$ cat src/rtl/cgmii_pkg.sv
// rtl/cgmii_pkg.sv - CGMII receive character constants, lane geometry and decoder state type
package cgmii_pkg;

    localparam int LANES  = 64;
    localparam int WORD_W = 512;

    localparam logic [7:0]  IDLE_CHAR  = 8'h07;
    localparam logic [7:0]  START_CHAR = 8'hFB;
    localparam logic [7:0]  TERM_CHAR  = 8'hFD;
    localparam logic [7:0]  ERROR_CHAR = 8'hFE;
    localparam logic [55:0] PREAMBLE   = 56'hD5555555555555;

    typedef enum logic [1:0] {
        IDLE  = 2'd0,
        DATA  = 2'd1,
        FLUSH = 2'd2
    } rx_state_t;

endpackage

$ cat src/rtl/cgmii_term_find.sv
// rtl/cgmii_term_find.sv - lowest control lane finder with terminate-character check
module cgmii_term_find
    import cgmii_pkg::*;
(
    input  logic [WORD_W-1:0] rx_data,
    input  logic [LANES-1:0]  rx_ctrl,
    output logic [5:0]        t,
    output logic              found,
    output logic              is_term
);

    // Scan from the top lane down so the lowest set control bit wins.
    always_comb begin
        t = 6'd0;
        for (int i = LANES - 1; i >= 0; i--) begin
            if (rx_ctrl[i]) begin
                t = 6'(i);
            end
        end
    end

    assign found   = |rx_ctrl;
    assign is_term = found && (rx_data[{t, 3'b000} +: 8] == TERM_CHAR);

endmodule

$ cat src/rtl/cgmii_rx_decoder.sv
// rtl/cgmii_rx_decoder.sv - CGMII 64-lane receive decoder to 64-byte beats; CGMII_RX_STATS_EN adds counters
module cgmii_rx_decoder
    import cgmii_pkg::*;
(
    input  logic         clk,
    input  logic         rst,
    input  logic [511:0] rx_data,
    input  logic [63:0]  rx_ctrl,
    output logic [511:0] out_data,
    output logic         out_valid,
    output logic         out_sof,
    output logic         out_eof,
    output logic [5:0]   out_empty,
    output logic         out_err
`ifdef CGMII_RX_STATS_EN
    ,
    output logic [31:0]  stat_pkts,
    output logic [31:0]  stat_errs,
    output logic [31:0]  stat_runts
`endif
);

    rx_state_t      state, state_n;
    logic [447:0]   hold, hold_n;
    logic           pend_sof, pend_sof_n;
    logic [5:0]     flush_empty, flush_empty_n;
    logic           flush_err, flush_err_n;

    logic [511:0]   data_n;
    logic           valid_n, sof_n, eof_n, err_n;
    logic [5:0]     empty_n;
    logic           runt_evt;
    logic           idle_eval;

    logic [5:0]     t;
    logic           found, is_term;
    logic           start_ok, hi_ctrl, start_take, runt_hit;
    logic [511:0]   composed;
    logic [6:0]     flush_calc;

    cgmii_term_find u_term_find (
        .rx_data (rx_data),
        .rx_ctrl (rx_ctrl),
        .t       (t),
        .found   (found),
        .is_term (is_term)
    );

    // A Start beat carries the start char and preamble/SFD in lanes 0..7; any
    // control char higher up means the whole packet fits inside it (a runt).
    assign start_ok   = (rx_ctrl[7:0] == 8'h01) && (rx_data[7:0] == START_CHAR)
                        && (rx_data[63:8] == PREAMBLE);
    assign hi_ctrl    = |rx_ctrl[63:8];
    assign start_take = start_ok && !hi_ctrl;
    assign runt_hit   = start_ok && hi_ctrl;

    // Payload is shifted down by the 8 header bytes: held upper 56 bytes of the
    // previous beat followed by the low 8 bytes of this one.
    assign composed   = {rx_data[63:0], hold};
    assign flush_calc = 7'd72 - {1'b0, t};

    // Next-state and next-output decode.
    always_comb begin
        state_n       = state;
        hold_n        = hold;
        pend_sof_n    = pend_sof;
        flush_empty_n = flush_empty;
        flush_err_n   = flush_err;
        data_n        = out_data;
        valid_n       = 1'b0;
        sof_n         = 1'b0;
        eof_n         = 1'b0;
        empty_n       = 6'd0;
        err_n         = 1'b0;
        runt_evt      = 1'b0;
        idle_eval     = 1'b0;

        case (state)
            IDLE: begin
                idle_eval = 1'b1;
            end
            DATA: begin
                data_n     = composed;
                valid_n    = 1'b1;
                sof_n      = pend_sof;
                pend_sof_n = 1'b0;
                if (!found) begin
                    hold_n = rx_data[511:64];
                end else if (t <= 6'd8) begin
                    eof_n     = 1'b1;
                    empty_n   = 6'd8 - t;
                    err_n     = !is_term;
                    state_n   = IDLE;
                    idle_eval = 1'b1;
                end else begin
                    hold_n        = rx_data[511:64];
                    flush_empty_n = flush_calc[5:0];
                    flush_err_n   = !is_term;
                    state_n       = FLUSH;
                end
            end
            FLUSH: begin
                data_n    = composed;
                valid_n   = 1'b1;
                eof_n     = 1'b1;
                empty_n   = flush_empty;
                err_n     = flush_err;
                state_n   = IDLE;
                idle_eval = 1'b1;
            end
            default: begin
                state_n = IDLE;
            end
        endcase

        // Whenever the decoder is (or has just become) idle, the same beat may
        // open a new packet, which is what allows back-to-back frames.
        if (idle_eval) begin
            if (start_take) begin
                hold_n     = rx_data[511:64];
                pend_sof_n = 1'b1;
                state_n    = DATA;
            end else if (runt_hit) begin
                runt_evt = 1'b1;
            end
        end
    end

    // State, hold buffer and registered outputs.
    always_ff @(posedge clk) begin
        if (rst) begin
            state       <= IDLE;
            hold        <= '0;
            pend_sof    <= 1'b0;
            flush_empty <= 6'd0;
            flush_err   <= 1'b0;
            out_data    <= '0;
            out_valid   <= 1'b0;
            out_sof     <= 1'b0;
            out_eof     <= 1'b0;
            out_empty   <= 6'd0;
            out_err     <= 1'b0;
        end else begin
            state       <= state_n;
            hold        <= hold_n;
            pend_sof    <= pend_sof_n;
            flush_empty <= flush_empty_n;
            flush_err   <= flush_err_n;
            out_data    <= data_n;
            out_valid   <= valid_n;
            out_sof     <= sof_n;
            out_eof     <= eof_n;
            out_empty   <= empty_n;
            out_err     <= err_n;
        end
    end

`ifdef CGMII_RX_STATS_EN
    // Saturating packet, error and runt counters.
    always_ff @(posedge clk) begin
        if (rst) begin
            stat_pkts  <= '0;
            stat_errs  <= '0;
            stat_runts <= '0;
        end else begin
            if (eof_n && !(&stat_pkts)) begin
                stat_pkts <= stat_pkts + 32'd1;
            end
            if (eof_n && err_n && !(&stat_errs)) begin
                stat_errs <= stat_errs + 32'd1;
            end
            if (runt_evt && !(&stat_runts)) begin
                stat_runts <= stat_runts + 32'd1;
            end
        end
    end
`endif

endmodule

$ cat config.mk
export PLATFORM = sky130hd
export DESIGN_NAME = cgmii_rx_decoder
export DESIGN_NICKNAME = d
export VERILOG_FILES = /design/src/rtl/cgmii_pkg.sv /design/src/rtl/cgmii_term_find.sv /design/src/rtl/cgmii_rx_decoder.sv
export SDC_FILE = /design/constraint.sdc
export NUM_CORES = 2
export LEC_CHECK = 0
export ABC_AREA = 1
export CELL_PAD_IN_SITES_DETAIL_PLACEMENT = 2
export CELL_PAD_IN_SITES_GLOBAL_PLACEMENT = 2
export CORE_AREA = 10 10 424 426
export CTS_CLUSTER_SIZE = 20
export DETAILED_ROUTE_END_ITERATION = 10
export DIE_AREA = 0 0 434 436
export PLACE_DENSITY_LB_ADDON = 0.1
export SYNTH_ARGS = -nofsm -noshare
export SYNTH_HDL_FRONTEND = slang
export SYNTH_SLANG_ARGS = --single-unit
$ cat constraint.sdc
create_clock -name clk -period 11.2 [get_ports clk]
set_clock_uncertainty 0.15 [all_clocks]
set_input_delay 2.24 -clock clk [delete_from_list [all_inputs] [get_ports clk]]
set_output_delay 2.24 -clock clk [all_outputs]
set_load 0.005 [all_outputs]
== Yosys cells after proc, flatten, opt, wreduce, memory -nomap -nowiden ==
Cells that the tools add are included.

* Register bits after elaboration: 980
* Bits in latches: 0
* Bits in writable memories: 0
* ROM bits: 0
* Bits of input ports: 578
* Memories: 0

* Add/subtract/negate cells: 2
* Multipliers: 0
* Divide/modulo/power cells: 0
* $lt $le $gt $ge: 1
* Equality and inequality tests: 6
* Shift-type cells: 1
* Mux-type cells: 88
* Bitwise operators: 2
* Reduce and logical (&&, ||, !) cells: 13

{| class="wikitable"
|+ Operators by type and width
! cell !! count
|-
| 448-bit 2-to-1 mux || 5
|-
| 512-bit by 10-bit indexed part select with 8-bit output || 1
|-
| 6-bit 2-to-1 mux || 66
|-
| 64-bit OR reduction || 1
|-
| 56-bit == test (second input constant) || 1
|-
| 56-bit OR reduction || 1
|-
| 8-bit == test (second input constant) || 2
|-
| 6-bit case mux with 2 select lines || 1
|-
| 4-bit by 6-bit subtractor with 6-bit output (first input constant) || 2
|-
| 8-bit by 1-bit == test with 1-bit output (second input constant) || 1
|-
| 1-bit 2-to-1 mux || 8
|-
| 2-bit 2-to-1 mux || 4
|-
| 6-bit by 4-bit <= comparator with 1-bit output (second input constant) || 1
|-
| 1-bit case mux with 2 select lines || 3
|-
| 2-bit OR reduction || 3
|-
| 1-bit logical AND || 4
|-
| 2-bit case mux with 2 select lines || 1
|-
| 3-bit AND reduction || 1
|-
| 2-bit by 1-bit == test with 1-bit output (second input constant) || 1
|-
| 2-bit == test (second input constant) || 1
|-
| 1-bit zero test || 2
|-
| 2-bit zero test || 1
|-
| 1-bit NOT || 2
|}

== Depth between registers and ports, before layout ==
* Word-level depth: 71
* Depth in mapped cells: 80
* Mapped depth without buffers: 77

== Modules after synthesis ==
From an unflattened synthesis, not the netlist that was laid out.

* Cells, all modules: 5,818
* Area total of the unflattened synthesis: 41,462.3 um2

{| class="wikitable"
|+ Modules (own cells, without submodules)
! module !! times used !! cells an instance !! area an instance (um2) !! seq. area each (um2)
|-
| cgmii_rx_decoder || 1 || 4,933 || 37,314.5 || 19,618.8
|-
| cgmii_term_find || 1 || 885 || 4,147.7 || 0.0
|}

== Worst setup path after synthesis ==
No wires, ideal clock.

* Kind: in2reg
* Start point: in rx_ctrl[62]
* End point: reg hold[105]
* Library setup time: 128 ps
* Arrival: 7,256 ps
* Required time: 10,922 ps
* Path slack: 3,665 ps
* Cell stages on the path: 79
* Buffers on the path: 5
* Cells stage by stage: inv_1 -> nand2_1 -> nand2_1 -> nand2_1 -> nand2_1 -> nand2_1 -> nand2_1 -> nand2_1 -> nand2_1 -> nand2_1 -> nand2_1 -> nand2_1 -> nand2_1 -> nand2_1 -> nand2_1 -> nand2_1 -> nand2_1 -> nand2_1 -> (+43 left out) -> nand2_1 -> nand2_4 -> nand2_4 -> buf_6 -> buf_6 -> ha_1 -> nand2_1 -> nand2_1 -> nand2_1 -> nor3_1 -> inv_1 -> nand3_1 -> nand4_1 -> nand2_1 -> clkbuf_1 -> clkbuf_1 -> clkbuf_1 -> a21oi_1

* Longest elaborated chain between the ends: 69
* Elaborated cells on any way between the ends: 76
* Classes of those cells: 1 x order compare; 71 x mux; 4 x reduce/logical

{| class="wikitable"
|+ Ends and longest elaborated chain
! what !! line !! RTL
|-
| start, declared || cgmii_rx_decoder.sv:8 || <nowiki>input logic [63:0] rx_ctrl,</nowiki>
|-
| 6-bit 2-to-1 mux (63 in series) || cgmii_term_find.sv:16 || <nowiki>if (rx_ctrl[i]) begin</nowiki>
|-
| 6-bit by 4-bit <= comparator with 1-bit output || cgmii_rx_decoder.sv:89 || <nowiki>end else if (t <= 6'd8) begin</nowiki>
|-
| 448-bit 2-to-1 mux || cgmii_rx_decoder.sv:89 ||
|-
| 448-bit 2-to-1 mux || cgmii_rx_decoder.sv:87 || <nowiki>if (!found) begin</nowiki>
|-
| 448-bit 2-to-1 mux || cgmii_rx_decoder.sv:78 || <nowiki>case (state)</nowiki>
|-
| 448-bit 2-to-1 mux || cgmii_rx_decoder.sv:119 || <nowiki>if (start_take) begin</nowiki>
|-
| 448-bit 2-to-1 mux * || cgmii_rx_decoder.sv:118 || <nowiki>if (idle_eval) begin</nowiki>
|-
| end signal, assigned || cgmii_rx_decoder.sv:145 || <nowiki>hold <= hold_n;</nowiki>
|-
| end, declared || cgmii_rx_decoder.sv:24 || <nowiki>logic [447:0] hold, hold_n;</nowiki>
|}

Every way passes the cells marked *; elsewhere a longest branch is shown, timed or not.
A chain may end at the register's enable or synchronous reset.

== Worst setup path in the final report ==
* Start point: in rx_ctrl[62]
* End point: reg hold[33]

The elaborated chain is that of the path after synthesis.

==> results.md <==
* Clock-pin slew on the worst setup and hold paths at approximately 0.06 ns
* CTS tree: done
* Inserted Clock Buffers at 130
* Worst R2R Setup Slack at between 7 and 8 ns
* Share of cells above drive strength 1 at 3.76%
* Min Hold Slack at 0.297 ns
* Worst Tran Pin Value at 1.25 ns
* Critical Path Source Type: primary input
* Final setup TNS at 0 ns
* DRT iter0 DRCs at 2,064
* Root Buffer Master: clkbuf_16
* GP Congestion at between 0.8 and 0.9
* R2r startpoint: state[0]
* Vias at 39,191
* Mapped cell area at between 30,000 and 40,000 sq um
* Status: complete, no violations
* DRC violations left at 0
* Syn. warnings at 0
* Antenna violations before repair at 92
* Final Cell Area at 54,700 sq um
* Sequential share of the synthesized area at 52.1%
* CP peak stage delay at about 0.7 ns
* Register bit total from synthesis at 980
* CTS max path bufs at 3
* Crit Path Class: in -> reg
* Mean Syn Cell Area at 7.32 sq um
* RSZ-0062 raised after global routing: no
* Clk_lat worst skew at approximately 0.76 ns
* I/O pin cnt at 1,100
* VDD IR-drop max at 0.000151 V
* CTS resizes at 0
* Core area at 171,000 sq um
* WL/cell at between 20 and 30 um
* DIE WIDTH at roughly 430 um
* Worst-path fanout max at 80
* Dpl hpwl at roughly 160,000 um
* Layout Nets at about 6,600
* Hold-fix buffers at CTS at 0
* Die height at 436 um
* Pleak at 24.1 nW
* Synth-to-Final Area Change at 45.2%
* Slowest-stage cell, CP: buf_4
* Syn nets at 5,735
* Post-Route WL at approximately 220,000 um
* Worst R2R Path Depth at 12
* Hold Path Sink: out_data[440]
* Number of global-route vias before repair at ~41,000
* Die area at 189,000 sq um
* Setup Buffers After CTS at 0
* Final Max Slew Viols at 0
* Initial Util at 22.0%
* Synthesized instance count at between 5,000 and 6,000
* Critical Path AT at 9.12 ns
* Final period utilization at 76.6%
* Reg2reg end: hold[33]
* Setup-failing EPs final at 0
* Final Hold Viols at 0
* GRT Overall Usage at 22.3%
* Max Freq at about 120 MHz
* Element type at the critical path end: flip-flop
* Dpl cell area at about 51,000 sq um
* ANT nets after route at 0
* Pre-antenna DRT Iters at 4
* TritonCTS Sinks at roughly 1,000
* Crit path top cell by count: nand2_1
* Post-synth top area cell: dfxtp_1
* Relative slew slack at 16.7%
* First-pass GRT wire length at 310,000 um
* Share of the synthesized area in the top cell type at 52.1%
* Largest net degree at the start of global routing at about 250
* Hold Path Stages at 2
* Pwr/cell area at ~150 nW/um^2
* Max-Cap Viols at 0
* Area contributors post-synth: dfxtp_1 52%, nor2_1 16%, o21ai_0 13%, clkbuf_1 3.4%, a21oi_1 3.2%
* Synth unique cells at 33
* H-Tree Depth at 4
* Port bufs at 1,099
* Grt total ovfl at 0
* Vias per cell at 4.66
* Min Tclk post-route at 8.58 ns
* Worst Path Required at 11.74 ns
* Hold crit path type: reg -> reg
* Hold Crit Start: hold[440]
* Num rows at 152
-- synthesized netlist by cell type --
cell type and n:
o311ai_0 1, a211oi_1 3, o21ai_0 1005, a21boi_0 2, buf_6 3, clkinv_1 2, a31oi_1 7, inv_2 3
o2111ai_1 1, a22oi_1 1, buf_1 9, clkbuf_1 339, ha_1 5, buf_4 2, nand4_1 9, nand2_1 309
o31ai_1 80, inv_1 323, nor2_1 1560, buf_2 15, xor2_1 2, or2_2 2, nand3b_1 7, nand3_1 210
o21ai_1 2, nor3b_1 1, nand2_4 2, a311oi_1 1, nor3_1 5, dfxtp_1 980, o211ai_1 1, nor4_1 17
a21oi_1 243
-- critical path: cells and delay by family --
kind | cells | cell delay (ns)
compound gates | 2 | 0.41
fa+ha+maj | 1 | 0.24
buf+inv | 4 | 1.39
simple gates | 70 | 4.72
-- power breakdown --
part	leakage (nW)	switching [W]	internal, W	total, W
Sequential	7.89	0.00000000000000000000425	0.00349	0.00349
Clock	2.01	0.00167	0.00247	0.00414
Combinational	14.2	0.000281	0.000238	0.000519
-- area by class of cell --
class	count	area [sq um]
multi-input cells	3476	15400
clock inverters	15	214
well taps	2233	2790
fillers	19678	116000
clock buffers	207	3910
repair buffers	1135	11400
inverters	328	1250
flip-flops and latches	980	19600
diodes	31	77.6
-- worst max-delay path by stage --
stage,from,to,slack [ns],cells past startpoint
2_1_floorplan,rx_ctrl[62],hold[105],3.67,79
5_1_grt,rx_ctrl[62],hold[33],1.63,77
3_3_place_gp,rx_ctrl[62],hold[35],2.01,77
3_5_place_dp,rx_ctrl[62],hold[33],1.79,77
6_report,rx_ctrl[62],hold[33],2.62,77
4_1_cts,rx_ctrl[62],hold[33],2.60,77
-- flip-flops by register name, summed over array words and instances (netlist names) --
name,count
out_sof,1
flush_empty,6
pend_sof,1
hold,448
flush_err,1
out_err,1
state,2
out_valid,1
out_empty,6
out_data,512
out_eof,1
-- placed cells by master (no fill, tap or decap), types with 2 or more instances in the layout --
cell and instances:
nand3b_1 7, buf_12 11, nor2_1 1559, o21ai_0 1005, inv_2 4, inv_1 319, o31ai_1 80, clkbuf_8 30
inv_6 3, buf_4 25, nand2_4 4, inv_8 3, a31oi_1 7, dfxtp_1 980, clkinvlp_4 2, diode_2 31
a21boi_0 2, bufinv_16 4, clkbuf_1 44, ha_1 4, clkinv_2 5, nand4_1 9, clkinv_8 2, a21oi_1 242
xor2_1 2, nand2_1 307, clkbuf_16 133, clkdlybuf4s50_1 1099, nor4_1 17, nor3_1 5, or2_2 2, o21ai_1 2
a211oi_1 3, nand3_1 210
-- metal layers --
layer,part of all wire [%],track usage [%],vias to the layer above
met5,0.15,0,-
met2,51,39.8,844
met1,40,25.4,19431
met3,4.9,5.28,355
met4,3.8,8.70,54
li1,-,-,18507
-- metrics by stage --
step	total power, W	instances	worst slack, ns	utilization [%]
floorplan	0.00373	5152	3.67	-
global placement	0.00409	8152	2.01	29.6
detailed placement	0.00409	8152	1.79	29.6
CTS	0.00830	8374	2.60	32.0
global route	0.00847	8399	1.63	32.0
finish	0.00814	8405	2.62	32.0
-- cell families (layout without fill, tap and decap cells) --
kind of cell / after synthesis / in the layout / synth area share [%]
flip-flops: 980 / 980 / 52.1
other: 0 / 31 / 0
buffers and inverters: 696 / 1685 / 7.06
adder cells (fa/ha/maj): 5 / 5 / 0.166
AO/OA/AOI/OAI: 1347 / 1347 / 18.5
XOR/XNOR: 2 / 2 / 0.0465
AND/OR/NAND/NOR: 2122 / 2122 / 22.2
Note: power is estimated with default switching activity, not from simulation.
